$ cat src/rtl/tx_checksum_gen.sv
// LIN frame checksum generator: sums up to 8 data bytes with end-around
// carry and presents the inverted sum, framed as a 10-bit symbol.
//
// Ports:
//   clk, rst           clock and synchronous active-high reset
//   start, pid_in      open a frame (pid_in seeds the sum in enhanced mode)
//   byte_in/valid/last data byte stream, byte_ready accepts
//   cksum_ack          consumer has taken the checksum
//   cksum_valid/out/sym checksum byte and framed symbol
//   byte_count, busy   accepted byte count and non-IDLE flag
//
// Build option: define TX_CKSUM_ENHANCED_EN to seed the sum with pid_in
// (LIN 2.x enhanced checksum); otherwise the classic checksum is built.

module tx_checksum_gen (
  input  logic       clk,
  input  logic       rst,
  input  logic       start,
  input  logic [7:0] pid_in,
  input  logic [7:0] byte_in,
  input  logic       byte_valid,
  input  logic       byte_last,
  output logic       byte_ready,
  input  logic       cksum_ack,
  output logic       cksum_valid,
  output logic [7:0] cksum_out,
  output logic [9:0] cksum_sym,
  output logic [3:0] byte_count,
  output logic       busy
);

  localparam logic [1:0] IDLE  = 2'd0;
  localparam logic [1:0] ACCUM = 2'd1;
  localparam logic [1:0] HOLD  = 2'd2;

  logic [1:0] state;
  logic [7:0] acc;
  logic [3:0] count;
  logic [7:0] acc_init;
  logic [8:0] sum9;
  logic [7:0] acc_next;
  logic       in_accum;
  logic       in_hold;

`ifdef TX_CKSUM_ENHANCED_EN
  assign acc_init = pid_in;
`else
  logic unused_pid;
  assign unused_pid = ^pid_in;
  assign acc_init   = 8'h00;
`endif

  // End-around carry: folding bit 8 back in cannot overflow,
  // since the largest 9-bit sum is 1FE -> FE + 1 = FF.
  assign sum9     = {1'b0, acc} + {1'b0, byte_in};
  assign acc_next = sum9[7:0] + {7'd0, sum9[8]};

  always_ff @(posedge clk) begin
    if (rst) begin
      state <= IDLE;
      acc   <= 8'h00;
      count <= 4'd0;
    end else begin
      unique case (state)
        IDLE: begin
          if (start) begin
            acc   <= acc_init;
            count <= 4'd0;
            state <= ACCUM;
          end
        end
        ACCUM: begin
          if (byte_valid) begin
            acc   <= acc_next;
            count <= count + 4'd1;
            // 8th byte closes the frame even without byte_last
            if (byte_last || count == 4'd7) begin
              state <= HOLD;
            end
          end
        end
        HOLD: begin
          if (cksum_ack) begin
            state <= IDLE;
          end
        end
        default: state <= IDLE;
      endcase
    end
  end

  // Outputs are forced quiet while rst is held, even before
  // the reset edge has returned the FSM to IDLE.
  assign in_accum = (state == ACCUM) && !rst;
  assign in_hold  = (state == HOLD) && !rst;

  assign byte_ready  = in_accum;
  assign cksum_valid = in_hold;
  assign busy        = in_accum || in_hold;
  assign byte_count  = count;
  assign cksum_out   = in_hold ? ~acc : 8'h00;
  assign cksum_sym   = in_hold ? {1'b1, ~acc, 1'b0} : 10'd0;

endmodule

$ cat config.mk
export PLATFORM = sky130hd
export DESIGN_NAME = tx_checksum_gen
export DESIGN_NICKNAME = d
export VERILOG_FILES = /design/src/rtl/tx_checksum_gen.sv
export SDC_FILE = /design/constraint.sdc
export NUM_CORES = 1
export LEC_CHECK = 0
export CAP_MARGIN = 20
export CORE_MARGIN = 5
export CORE_UTILIZATION = 46
export CTS_CLUSTER_DIAMETER = 100
export DETAILED_ROUTE_END_ITERATION = 8
export PLACE_DENSITY = 0.92
export SETUP_SLACK_MARGIN = 0.2
export SLEW_MARGIN = 40
export SYNTH_ARGS = -nofsm -noshare
export SYNTH_HDL_FRONTEND = slang
export SYNTH_SLANG_ARGS = --single-unit
$ cat constraint.sdc
create_clock -name clk -period 4.3 [get_ports clk]
set_input_delay 0.86 -clock clk [delete_from_list [all_inputs] [get_ports clk]]
set_output_delay 0.86 -clock clk [all_outputs]
set_load 0.02 [all_outputs]
# After elaboration in Yosys (flattened, before gate mapping)
# Index checks and enable logic that the tools add are counted.
dict set report totals {
  ff_bits 14
  latch_bits 0
  mem_bits_rw 0
  mem_bits_ro 0
  output_inout_bits 25
  elab_cells 36
  mem_count 0
}
dict set report classes {
  add_sub_neg 3
  mul 0
  div 0
  order_cmp 0
  n_eq_ne 7
  shifts 0
  n_mux 13
  n_bitwise 1
  n_reduce_logical 9
}
# cell count
set ops {}
lappend ops {{two-way mux 8 bit} 3}
lappend ops {{case mux 8 bit (2 select lines)} 1}
lappend ops {{two-way mux 10 bit} 1}
lappend ops {{adder 8 x 8 -> 9 bit} 1}
lappend ops {{adder 8 x 1 -> 8 bit} 1}
lappend ops {{two-way mux 2 bit} 4}
lappend ops {{two-way mux 4 bit} 2}
lappend ops {{!= test 2 bit (second input constant)} 4}
lappend ops {{NOT 8 bit} 1}
lappend ops {{case mux 4 bit (2 select lines)} 1}
lappend ops {{case mux 2 bit (3 select lines)} 1}
lappend ops {{adder 4 x 1 -> 4 bit (second input constant)} 1}
lappend ops {{equality test 4 x 3 -> 1 bit (second input constant)} 1}
lappend ops {{AND reduction 4 bit} 1}
lappend ops {{AND reduction 3 bit} 1}
lappend ops {{equality test 2 x 1 -> 1 bit (second input constant)} 1}
lappend ops {{equality test 2 bit (second input constant)} 1}
lappend ops {{logical AND 1 bit} 2}
lappend ops {{zero test 2 bit} 1}
lappend ops {{logical OR 1 bit} 2}
lappend ops {{nonzero test 2 bit} 1}
lappend ops {{zero test 1 bit} 1}

# Logic depth before layout (Yosys ltp)
# Gate-level depths: netlist (run 1).
dict set report logic_depth {
  depth_word 5
  mapped_depth 13
  mapped_depth_nobuf 13
}

# Worst setup path before layout (run 1)
# OpenSTA, ideal clock, no wires.
dict set report synth_path {
  kind {input -> register}
  from {in byte_in[0]}
  to {reg acc[5]}
  setup_ns 0.117
  arrival_time_ns 3.111
  slack_ns 1.072
  cell_stages 12
  path_buffers 0
  path_cell_list {ha_1 > fa_1 > a211oi_2 > o21ai_0 > a21oi_1 > o21bai_1 > ha_1 > and3_1 > nor3b_2 > nand2_1 > xnor3_1 > a32o_2}
}
dict set report synth_between {
  elab_chain_cells 4
}
# element line
set synth_rtl {}
lappend synth_rtl {{from (decl)} 20} ;# input logic [7:0] byte_in,
lappend synth_rtl {{adder 8 x 8 -> 9 bit} 55} ;# assign sum9 = {1'b0, acc} + {1'b0, byte_in};
lappend synth_rtl {{adder 8 x 1 -> 8 bit} 56} ;# assign acc_next = sum9[7:0] + {7'd0, sum9[8]};
lappend synth_rtl {{two-way mux 8 bit} 73} ;# if (byte_valid) begin
lappend synth_rtl {{case mux 8 bit (2 select lines)} 64} ;# unique case (state)
lappend synth_rtl {{to (signal assigned)} 67} ;# acc <= acc_init;
lappend synth_rtl {{to (signal assigned)} 74} ;# acc <= acc_next;
lappend synth_rtl {{to (decl)} 37} ;# logic [7:0] acc;
# Every way passes these cells. The select of a mux whose other input is x is not followed.
# A chain may end at the register's enable or synchronous reset.

# Worst setup path after layout (run 1)
# Ends and elaborated chain as after synthesis.

==> reports/metrics.yaml, run 1 <==
run_status:
  status: "completed"
drt:
  via_count: 1031
  wl_per_cell_um: 13.6
  dr.max_layer_used: "met4"
  met1_length_um: 1110
  met2_length_um: 1390
  first_pass_iters: 4
  wl_um: 2660
  dr_wl_met3_um: 122
  drc_errors: 0
  viasPerCell: 5.29
  initialDrtViolationCount: 20
  ant_nets: 0
place:
  port_buffers: 37
  place_congestion: 0.752
  placed_cell_area_mm2: 0.00145
  dp_hpwl_um: 2220
clocking:
  cts_buffer_depth: 2
  postCtsHoldBufs: 0
  postCtsSetupBuffers: 0
  cts_tree: "yes"
  root_buffer: "clkbuf_4"
  cts_buffers: 3
  cts_sinks: 14
  clock_latency_ns: 0.28
  cts.clk_slew.worst_paths_ns: 0.08
  cts_resized: 0
  cts_max_level: 1
die:
  die_w_um: 59.4
  ios: 47
  start_util_pct: 46.6
  die_area_mm2: 0.00353
  core_mm2: 0.00241
  rows: 18
  die-height_um: 59.4
worst_setup_path:
  crit_start: "byte_in[0]"
  crit_arrival_ns: 3.78
  rr_worst_depth: 12
  critical_path_class: "input pin to flip-flop"
  required_ns: 4.48
  crit_fanout: 3
  reg2reg_slack_ns: 1.36
  critical_path.endpoint_type: "flip-flop"
  worst_r2r_endpoint: "acc[5]"
  reg2reg_from: "acc[0]"
  endpoint: "acc[5]"
  start_kind: "input pin"
finish:
  final_area_mm2: 0.00148
  layout_commonest_cell: "clkdlybuf4s50_1"
  drive_above_1_share_pct: 8.48
  nets: 200
  layout_common_cells: "clkdlybuf4s50_1 (37), nor2_1 (25), dfxtp_1 (14)"
  area_delta_synth_final_pct: 32.1
  utilization_pct: 61.6
  nFillCells: 213
  diodes: 0
grt:
  antenna_found_initial: 0
  grt_start_max_net_pins: 16
  track_usage_pct: 16.1
  overflow: 0
  grt_pass1_vias: 1062
  grt_pass1_wl_um: 4420
pwr:
  power.leakage_nw: 0.625
  irDropWorstVdd_mv: 0.180
  pwr_density_cell_mw_per_mm2: 218
yosys:
  syn_area_mm2: 0.00112
  seq_area_frac_synth_pct: 24.9
  async_flop_share_pct: 0
  ys.warnings.count: 0
  synthDistinctLibCells: 41
  avgSynthCellArea_um2: 8.20
  ys.flop_type: "dfxtp_1"
  syn-num-nets: 171
  synth_seq_cells: 14
  synth_edf_count: 0
  synth_cells: 137
sta:
  min_period_ns: 3.60
  fin_crit_sh_pct: 83.6
  skew_ns: 0.00131
  finalSetupTns_ns: 0
  max_freq_mhz: 278
  drv_slew: 0
  rsz0062_at_grt: "no"
  final-hold-violation-count: 0
  hold_ws_ns: 0.483
  setup_viol: 0
hold_path:
  hold_start: "acc[7]"
  hold_path_class: "flip-flop to flip-flop"
flow_run:
  drv_cap: 0
==> layout make-up <==
cell class / count / area, µm² / share of cell area [%]
Clock buffer: 4 / 36.3 / 2.45
Inverter: 3 / 11.3 / 0.759
Multi-Input combinational cell: 106 / 741 / 49.9
Sequential cell: 14 / 280 / 18.9
Tap cell: 30 / 37.5 / 2.53
Timing Repair Buffer: 38 / 378 / 25.5
==> Yosys cell counts (2+ instances only) <==
| library cell | instances | area share (%) |
|---|---|---|
| o21ai_1 | 4 | 1.8 |
| nand2_1 | 6 | 2.0 |
| clkbuf_1 | 3 | 1.0 |
| a211oi_1 | 2 | 1.3 |
| inv_1 | 3 | 1.0 |
| o21a_1 | 2 | 1.3 |
| a211oi_2 | 2 | 2.2 |
| a21oi_1 | 3 | 1.3 |
| nand4_1 | 2 | 1.1 |
| dfxtp_1 | 14 | 25 |
| nand2b_1 | 3 | 1.7 |
| o21ai_0 | 3 | 1.3 |
| xnor2_1 | 2 | 1.6 |
| xor2_1 | 8 | 6.2 |
| buf_4 | 10 | 6.7 |
| a22oi_1 | 5 | 3.3 |
| nor3_1 | 5 | 2.2 |
| or2_2 | 3 | 1.7 |
| nor2_1 | 25 | 8.4 |
| ha_1 | 11 | 12 |
==> power by group <==
part           switching, mW  total [mW]  internal [mW]
clock                 0.0419      0.0935         0.0516
combinational         0.0456      0.0903         0.0447
sequential           0.00510       0.139          0.134
==> through the flow <==
stage / std cells / worst slack [ns] / total power [mW]
finish: 195 / 0.703 / 0.323
floorplan: 137 / 1.07 / 0.201
global route: 195 / 0.500 / 0.339
detailed placement: 191 / 0.429 / 0.232
CTS: 195 / 0.723 / 0.324
global placement: 191 / 0.457 / 0.228
==> cell families (layout without fill, tap and decap cells) <==
group / after synthesis / in the layout / share of synthesized area (%)
adders and majority gates: 12 / 12 / 14.0
and+or+nand+nor: 53 / 53 / 22.8
other: 1 / 1 / 0.334
DFF: 14 / 14 / 24.9
AOI/OAI and AO/OA: 28 / 28 / 18.0
muxes: 1 / 1 / 0.891
xor gates and xnor gates: 11 / 11 / 9.80
buffers and inverters: 17 / 45 / 9.13
==> critical path, cell delays in order <==
cell             delay [ns]
clkdlybuf4s50_1        0.41
ha_1                   0.23
fa_1                   0.42
a211oi_2               0.30
o21ai_0                0.18
a21oi_1                0.16
o21bai_1               0.09
ha_1                   0.22
and3_1                 0.17
nor3b_2                0.16
nand2_1                0.09
xnor3_1                0.21
a32o_2                 0.27
==> flip-flops by register name, indices dropped and copies added (netlist names) <==
name and count:
acc 8, byte_count 4, state 2
==> how the worst min path moves through the flow <==
stage / endpoint / slack [ns] / depth (start not counted)
4_1_cts: acc[7] / 0.49 / 2
3_5_place_dp: acc[7] / 0.47 / 2
5_1_grt: acc[7] / 0.52 / 2
2_1_floorplan: acc[7] / 0.44 / 2
6_report: acc[7] / 0.48 / 2
3_3_place_gp: acc[7] / 0.46 / 2
==> metal layers <==
metal	track usage (%)	vias to the layer above
met5	0	-
met4	6.80	0
met3	2.83	5
met2	27.9	24
met1	19.1	477
li1	-	525
(Power assumes the default switching activity.)
==> run 2, diff against run 1 <==
--- a/config.mk
+++ b/config.mk
@@ -7,10 +7,10 @@
 export LEC_CHECK = 0
 export CAP_MARGIN = 20
 export CORE_MARGIN = 5
-export CORE_UTILIZATION = 46
+export CORE_UTILIZATION = 38
 export CTS_CLUSTER_DIAMETER = 100
 export DETAILED_ROUTE_END_ITERATION = 8
-export PLACE_DENSITY = 0.92
+export PLACE_DENSITY = 0.82
 export SETUP_SLACK_MARGIN = 0.2
 export SLEW_MARGIN = 40
 export SYNTH_ARGS = -nofsm -noshare
==> constraint.sdc (replaced) <==
create_clock -name clk -period 3 [get_ports clk]
set_input_delay 0.6 -clock clk [delete_from_list [all_inputs] [get_ports clk]]
set_output_delay 0.6 -clock clk [all_outputs]
set_load 0.02 [all_outputs]
==> reports/metrics.yaml, run 2 (synthesized netlist as in run 1, its figures left out) <==
sta:
  skew_ns: 0.00510  # +0.00379 ns
  rsz0062_at_grt: "yes"
  fin_crit_sh_pct: 92.2
  setup_viol: 0  # unchanged
  final-hold-violation-count: 0  # unchanged
  min_period_ns: 2.77
  drv_slew: 0  # unchanged
  worst_slack_ns: 0.234  # -0.469 ns
  max_freq_mhz: 362
  hold_ws_ns: 0.477  # -0.00686 ns
finish:
  nets: 220  # +10%
  drive_above_1_share_pct: 25.0  # +17 points
  final_area_mm2: 0.00174  # +17%
  layout_common_cells: "nor2_1 (25), buf_4 (21), clkdlybuf4s50_1 (16)"
  largest_register_ffs: 8  # unchanged
  utilization_pct: 62.0  # +0.38 points
  top_register: "acc"
  area_delta_synth_final_pct: 54.7
  nFillCells: 242  # +14%
  layout_commonest_cell: "nor2_1"
  diodes: 0  # unchanged
clocking:
  clock_latency_ns: 0.28  # about the same
  cts_buffer_depth: 2  # unchanged
  cts.clk_slew.worst_paths_ns: 0.07  # about the same
  cts_max_level: 1  # unchanged
  cts_tree: "yes"
  cts_buffers: 3  # unchanged
  root_buffer: "clkbuf_4"
  cts_sinks: 14  # unchanged
pwr:
  power.leakage_nw: 0.940  # +51%
  irDropWorstVdd_mv: 0.178  # -1.4%
  pwr_density_cell_mw_per_mm2: 267  # +23%
die:
  die-height_um: 64.4  # +8.3%
  core_mm2: 0.00281  # +16%
  ios: 47  # unchanged
  die_area_mm2: 0.00414  # +17%
  start_util_pct: 40.1  # -6.6 points
  rows: 19  # +1
  die_w_um: 64.4  # +8.3%
drt:
  drc_errors: 0  # unchanged
  wl_um: 3090  # +16%
  viasPerCell: 5.27  # -0.33%
  first_pass_iters: 4  # unchanged
  wl_per_cell_um: 14.4  # +5.4%
  ant_nets: 0  # unchanged
  initialDrtViolationCount: 48  # +140%
  via_count: 1133  # +9.9%
grt:
  grt_pass1_vias: 1168  # +10%
  track_usage_pct: 15.3  # -0.76 points
  overflow: 0  # unchanged
  grt_pass1_wl_um: 5170  # +17%
  antenna_found_initial: 0  # unchanged
  grt_start_max_net_pins: 15  # -1
worst_setup_path:
  critical_path.endpoint_type: "flip-flop"
  cpMaxStageDelayCell: "fa_2"
  slowest_delay_ns: 0.41  # about the same
  start_kind: "input pin"
  required_ns: 3.17  # -1.31 ns
  critical_path_class: "input pin to flip-flop"
  crit_arrival_ns: 2.94  # -0.84 ns
  crit_chain: "clkbuf_2 -> ha_4 -> fa_2 -> a211oi_4 -> o21ai_2 -> a21oi_1 -> o21bai_1 -> ha_2 -> and3_4 -> nor3b_4 -> nand2_1 -> xnor3_1 -> a32o_2"
  crit_fanout: 2  # -1
place:
  post-place-ws_ns: -0.469  # -0.898 ns
  placed_cell_area_mm2: 0.00160  # +10%
  dp_hpwl_um: 2470  # +12%
  port_buffers: 37  # unchanged
  place_congestion: 0.743  # -1.3%
flow_run:
  drv_cap: 0  # unchanged
run_status:
  status: "completed"
hold_path:
  hold_path_class: "flip-flop to flip-flop"
run 2: layer usage:
layer | routed length, µm | up-vias | track usage (%)
met3 | 109 | 11 | 3.15
met5 | 0 | - | 0
met2 | 1540 | 30 | 26.3
met1 | 1340 | 526 | 17.8
met4 | 91 | 0 | 7.92
li1 | - | 566 | -
run 2: path summary, 6_finish.rpt:
path	from	to	slack [ns]	cells past startpoint
hold reg to reg	acc[7]	acc[7]	0.48	2
hold / removal	acc[7]	acc[7]	0.48	2
setup / recovery	byte_in[0]	acc[5]	0.23	13
setup reg to reg	acc[0]	acc[5]	0.29	12
run 2: cell type report:
cell class	instances	area, µm²	share of cell area (%)
multi-input cells	106	842	48.5
repair buffers	58	543	31.2
flip-flops and latches	14	280	16.1
well taps	31	38.8	2.23
clock buffers	3	22.5	1.30
inverters	3	11.3	0.648
run 2: timing repair:
action	in CTS	in global routing
pin swaps	8	12
setup endpoints to repair	14	14
hold buffers	0	0
setup buffers	2	1
endpoints found under the hold margin	0	0
gates resized for setup	11	25
run 2: critical path, delay by kind of cell:
kind | cells | cell delay, ns
AOI/OAI and AO/OA | 5 | 0.84
xor gates and xnor gates | 1 | 0.22
adders and majority gates | 3 | 0.78
buffers and inverters | 1 | 0.11
and+or+nand+nor | 3 | 0.38
run 2: report_power, final:
part	total, mW	internal [mW]	leakage, nW	switching, mW
combinational	0.160	0.0842	0.813	0.0757
sequential	0.201	0.192	0.114	0.00878
clock	0.103	0.0466	0.0138	0.0568
total	0.464	0.323	0.940	0.141
run 2: stage by stage:
step                      cells  TNS (ns)  power (mW)
final                       215         0       0.464
after detailed placement    209     -1.83       0.353
after CTS                   214         0       0.456
after global routing        215         0       0.489
after global placement      209     -1.60       0.348
after floorplan             137         0       0.290
==> run 3, diff against run 2 <==
--- a/config.mk
+++ b/config.mk
@@ -6,7 +6,7 @@
 export NUM_CORES = 1
 export LEC_CHECK = 0
 export CAP_MARGIN = 20
-export CORE_MARGIN = 5
+export CORE_MARGIN = 1.5
 export CORE_UTILIZATION = 38
 export CTS_CLUSTER_DIAMETER = 100
 export DETAILED_ROUTE_END_ITERATION = 8
==> reports/metrics.yaml, run 3 (synthesized netlist as in run 1, its figures left out) <==
place:
  port_buffers: 37  # unchanged
  post-place-ws_ns: -0.462  # +0.00723 ns
  place_congestion: 0.729  # -1.8%
  dp_hpwl_um: 2220  # -10%
sta:
  skew_ns: 0.00640  # +0.00129 ns
  max_freq_mhz: 356  # -1.5%
  final-hold-violation-count: 0  # unchanged
  rsz0062_at_grt: "yes"
  worst_slack_ns: 0.192  # -0.0419 ns
  fin_crit_sh_pct: 93.6  # +1.4 points
  hold_ws_ns: 0.475  # -0.00120 ns
  drv_slew: 0  # unchanged
  setup_viol: 0  # unchanged
  min_period_ns: 2.81  # +0.0419 ns
  finalSetupTns_ns: 0  # unchanged
grt:
  grt_start_max_net_pins: 15  # unchanged
  grt_pass1_wl_um: 4510  # -13%
  track_usage_pct: 16.8  # +1.5 points
  antenna_found_initial: 0  # unchanged
  overflow: 0  # unchanged
  grt_pass1_vias: 1072  # -8.2%
flow_run:
  drv_cap: 0  # unchanged
finish:
  top_register: "acc"
  area_delta_synth_final_pct: 55.5
  nets: 220  # unchanged
  largest_register_ffs: 8  # unchanged
  diodes: 0  # unchanged
  layout_common_cells: "nor2_1 (25), buf_4 (21), clkdlybuf4s50_1 (16)"
  drive_above_1_share_pct: 24.9  # -0.14 points
  layout_commonest_cell: "nor2_1"
clocking:
  postCtsHoldBufs: 0  # unchanged
  cts_sinks: 14  # unchanged
  cts_buffer_depth: 2  # unchanged
  clock_latency_ns: 0.28  # about the same
  cts_tree: "yes"
  root_buffer: "clkbuf_4"
  cts_buffers: 3  # unchanged
  cts_max_level: 1  # unchanged
  cts.clk_slew.worst_paths_ns: 0.08  # about the same
drt:
  ant_nets: 0  # unchanged
  initialDrtViolationCount: 30  # -38%
  wl_per_cell_um: 13.1  # -8.8%
  first_pass_iters: 4  # unchanged
  drc_errors: 0  # unchanged
  wl_um: 2830  # -8.4%
  viasPerCell: 5.36  # +1.7%
  via_count: 1158  # +2.2%
die:
  die_area_mm2: 0.00329  # -21%
  start_util_pct: 40.4  # +0.34 points
  rows: 19  # unchanged
  die_w_um: 57.4  # -11%
  core_mm2: 0.00278  # -0.85%
  ios: 47  # unchanged
  die-height_um: 57.4  # -11%
worst_setup_path:
  crit_fanout: 2  # unchanged
  critical_path.endpoint_type: "flip-flop"
  cpMaxStageDelayCell: "fa_2"
  critical_path_class: "input pin to flip-flop"
  start_kind: "input pin"
  required_ns: 3.17  # about the same
  slowest_delay_ns: 0.37  # -0.04 ns
  crit_arrival_ns: 2.98  # +0.04 ns
  crit_chain: "clkdlybuf4s15_2 -> ha_4 -> fa_2 -> a211oi_4 -> o21ai_2 -> a21oi_1 -> o21bai_1 -> ha_2 -> and3_4 -> nor3b_4 -> nand2_1 -> xnor3_1 -> a32o_2"
run_status:
  status: "completed"
hold_path:
  hold_path_class: "flip-flop to flip-flop"
pwr:
  irDropWorstVdd_mv: 0.221  # +24%
  power.leakage_nw: 0.910  # -3.3%
  pwr_density_cell_mw_per_mm2: 283  # +6.0%
==> run 3: per-layer routing <==
| layer | global-route usage [%] | routed length, µm | up-vias |
|---|---|---|---|
| met3 | 1.36 | 134 | 8 |
| met4 | 5.65 | 48 | 0 |
| li1 | - | - | 569 |
| met1 | 21.4 | 1280 | 539 |
| met2 | 29.7 | 1360 | 42 |
| met5 | 0 | 0 | - |
==> run 3: cell type report <==
type / instances / area (µm²)
clock buffer: 4 / 36.3
fill: 244 / 1030
inverter: 3 / 11.3
multi-input combinational: 106 / 842
sequential: 14 / 280
tap: 31 / 38.8
timing repair buffer: 58 / 538
==> run 3: final timing paths <==
path	start	end	slack, ns	depth (start not counted)
worst max-delay path	byte_in[0]	acc[5]	0.19	13
worst min-delay path	acc[7]	acc[7]	0.48	2
worst max register to register	acc[0]	acc[5]	0.35	12
worst min register to register	acc[7]	acc[7]	0.48	2
==> run 3: report_power, final <==
| group | total [mW] | switching, mW | internal (mW) |
|---|---|---|---|
| Sequential | 0.201 | 0.00884 | 0.192 |
| Combinational | 0.159 | 0.0744 | 0.0843 |
| Clock | 0.134 | 0.0607 | 0.0738 |
| Total | 0.494 | 0.144 | 0.350 |
==> run 3: critical path: cells and delay by family <==
kind	cells	cell delay, ns
buffers and inverters	1	0.20
AOI/OAI and AO/OA	5	0.87
xor gates and xnor gates	1	0.22
adders and majority gates	3	0.72
and+or+nand+nor	3	0.37
==> run 3: through the flow <==
step	utilization (%)	cells	power (mW)	area [µm²]
global placement	57.5	209	0.348	1600
global route	62.8	216	0.521	1750
CTS	59.0	215	0.486	1640
finish	62.8	216	0.494	1750
floorplan	-	137	0.290	1150
detailed placement	57.5	209	0.352	1600
==> run 3: repair_timing <==
item | CTS | global route
resized for setup | 15 | 19
pin swaps | 7 | 9
setup buffers | 2 | 1
endpoints found under the setup margin | 18 | 11
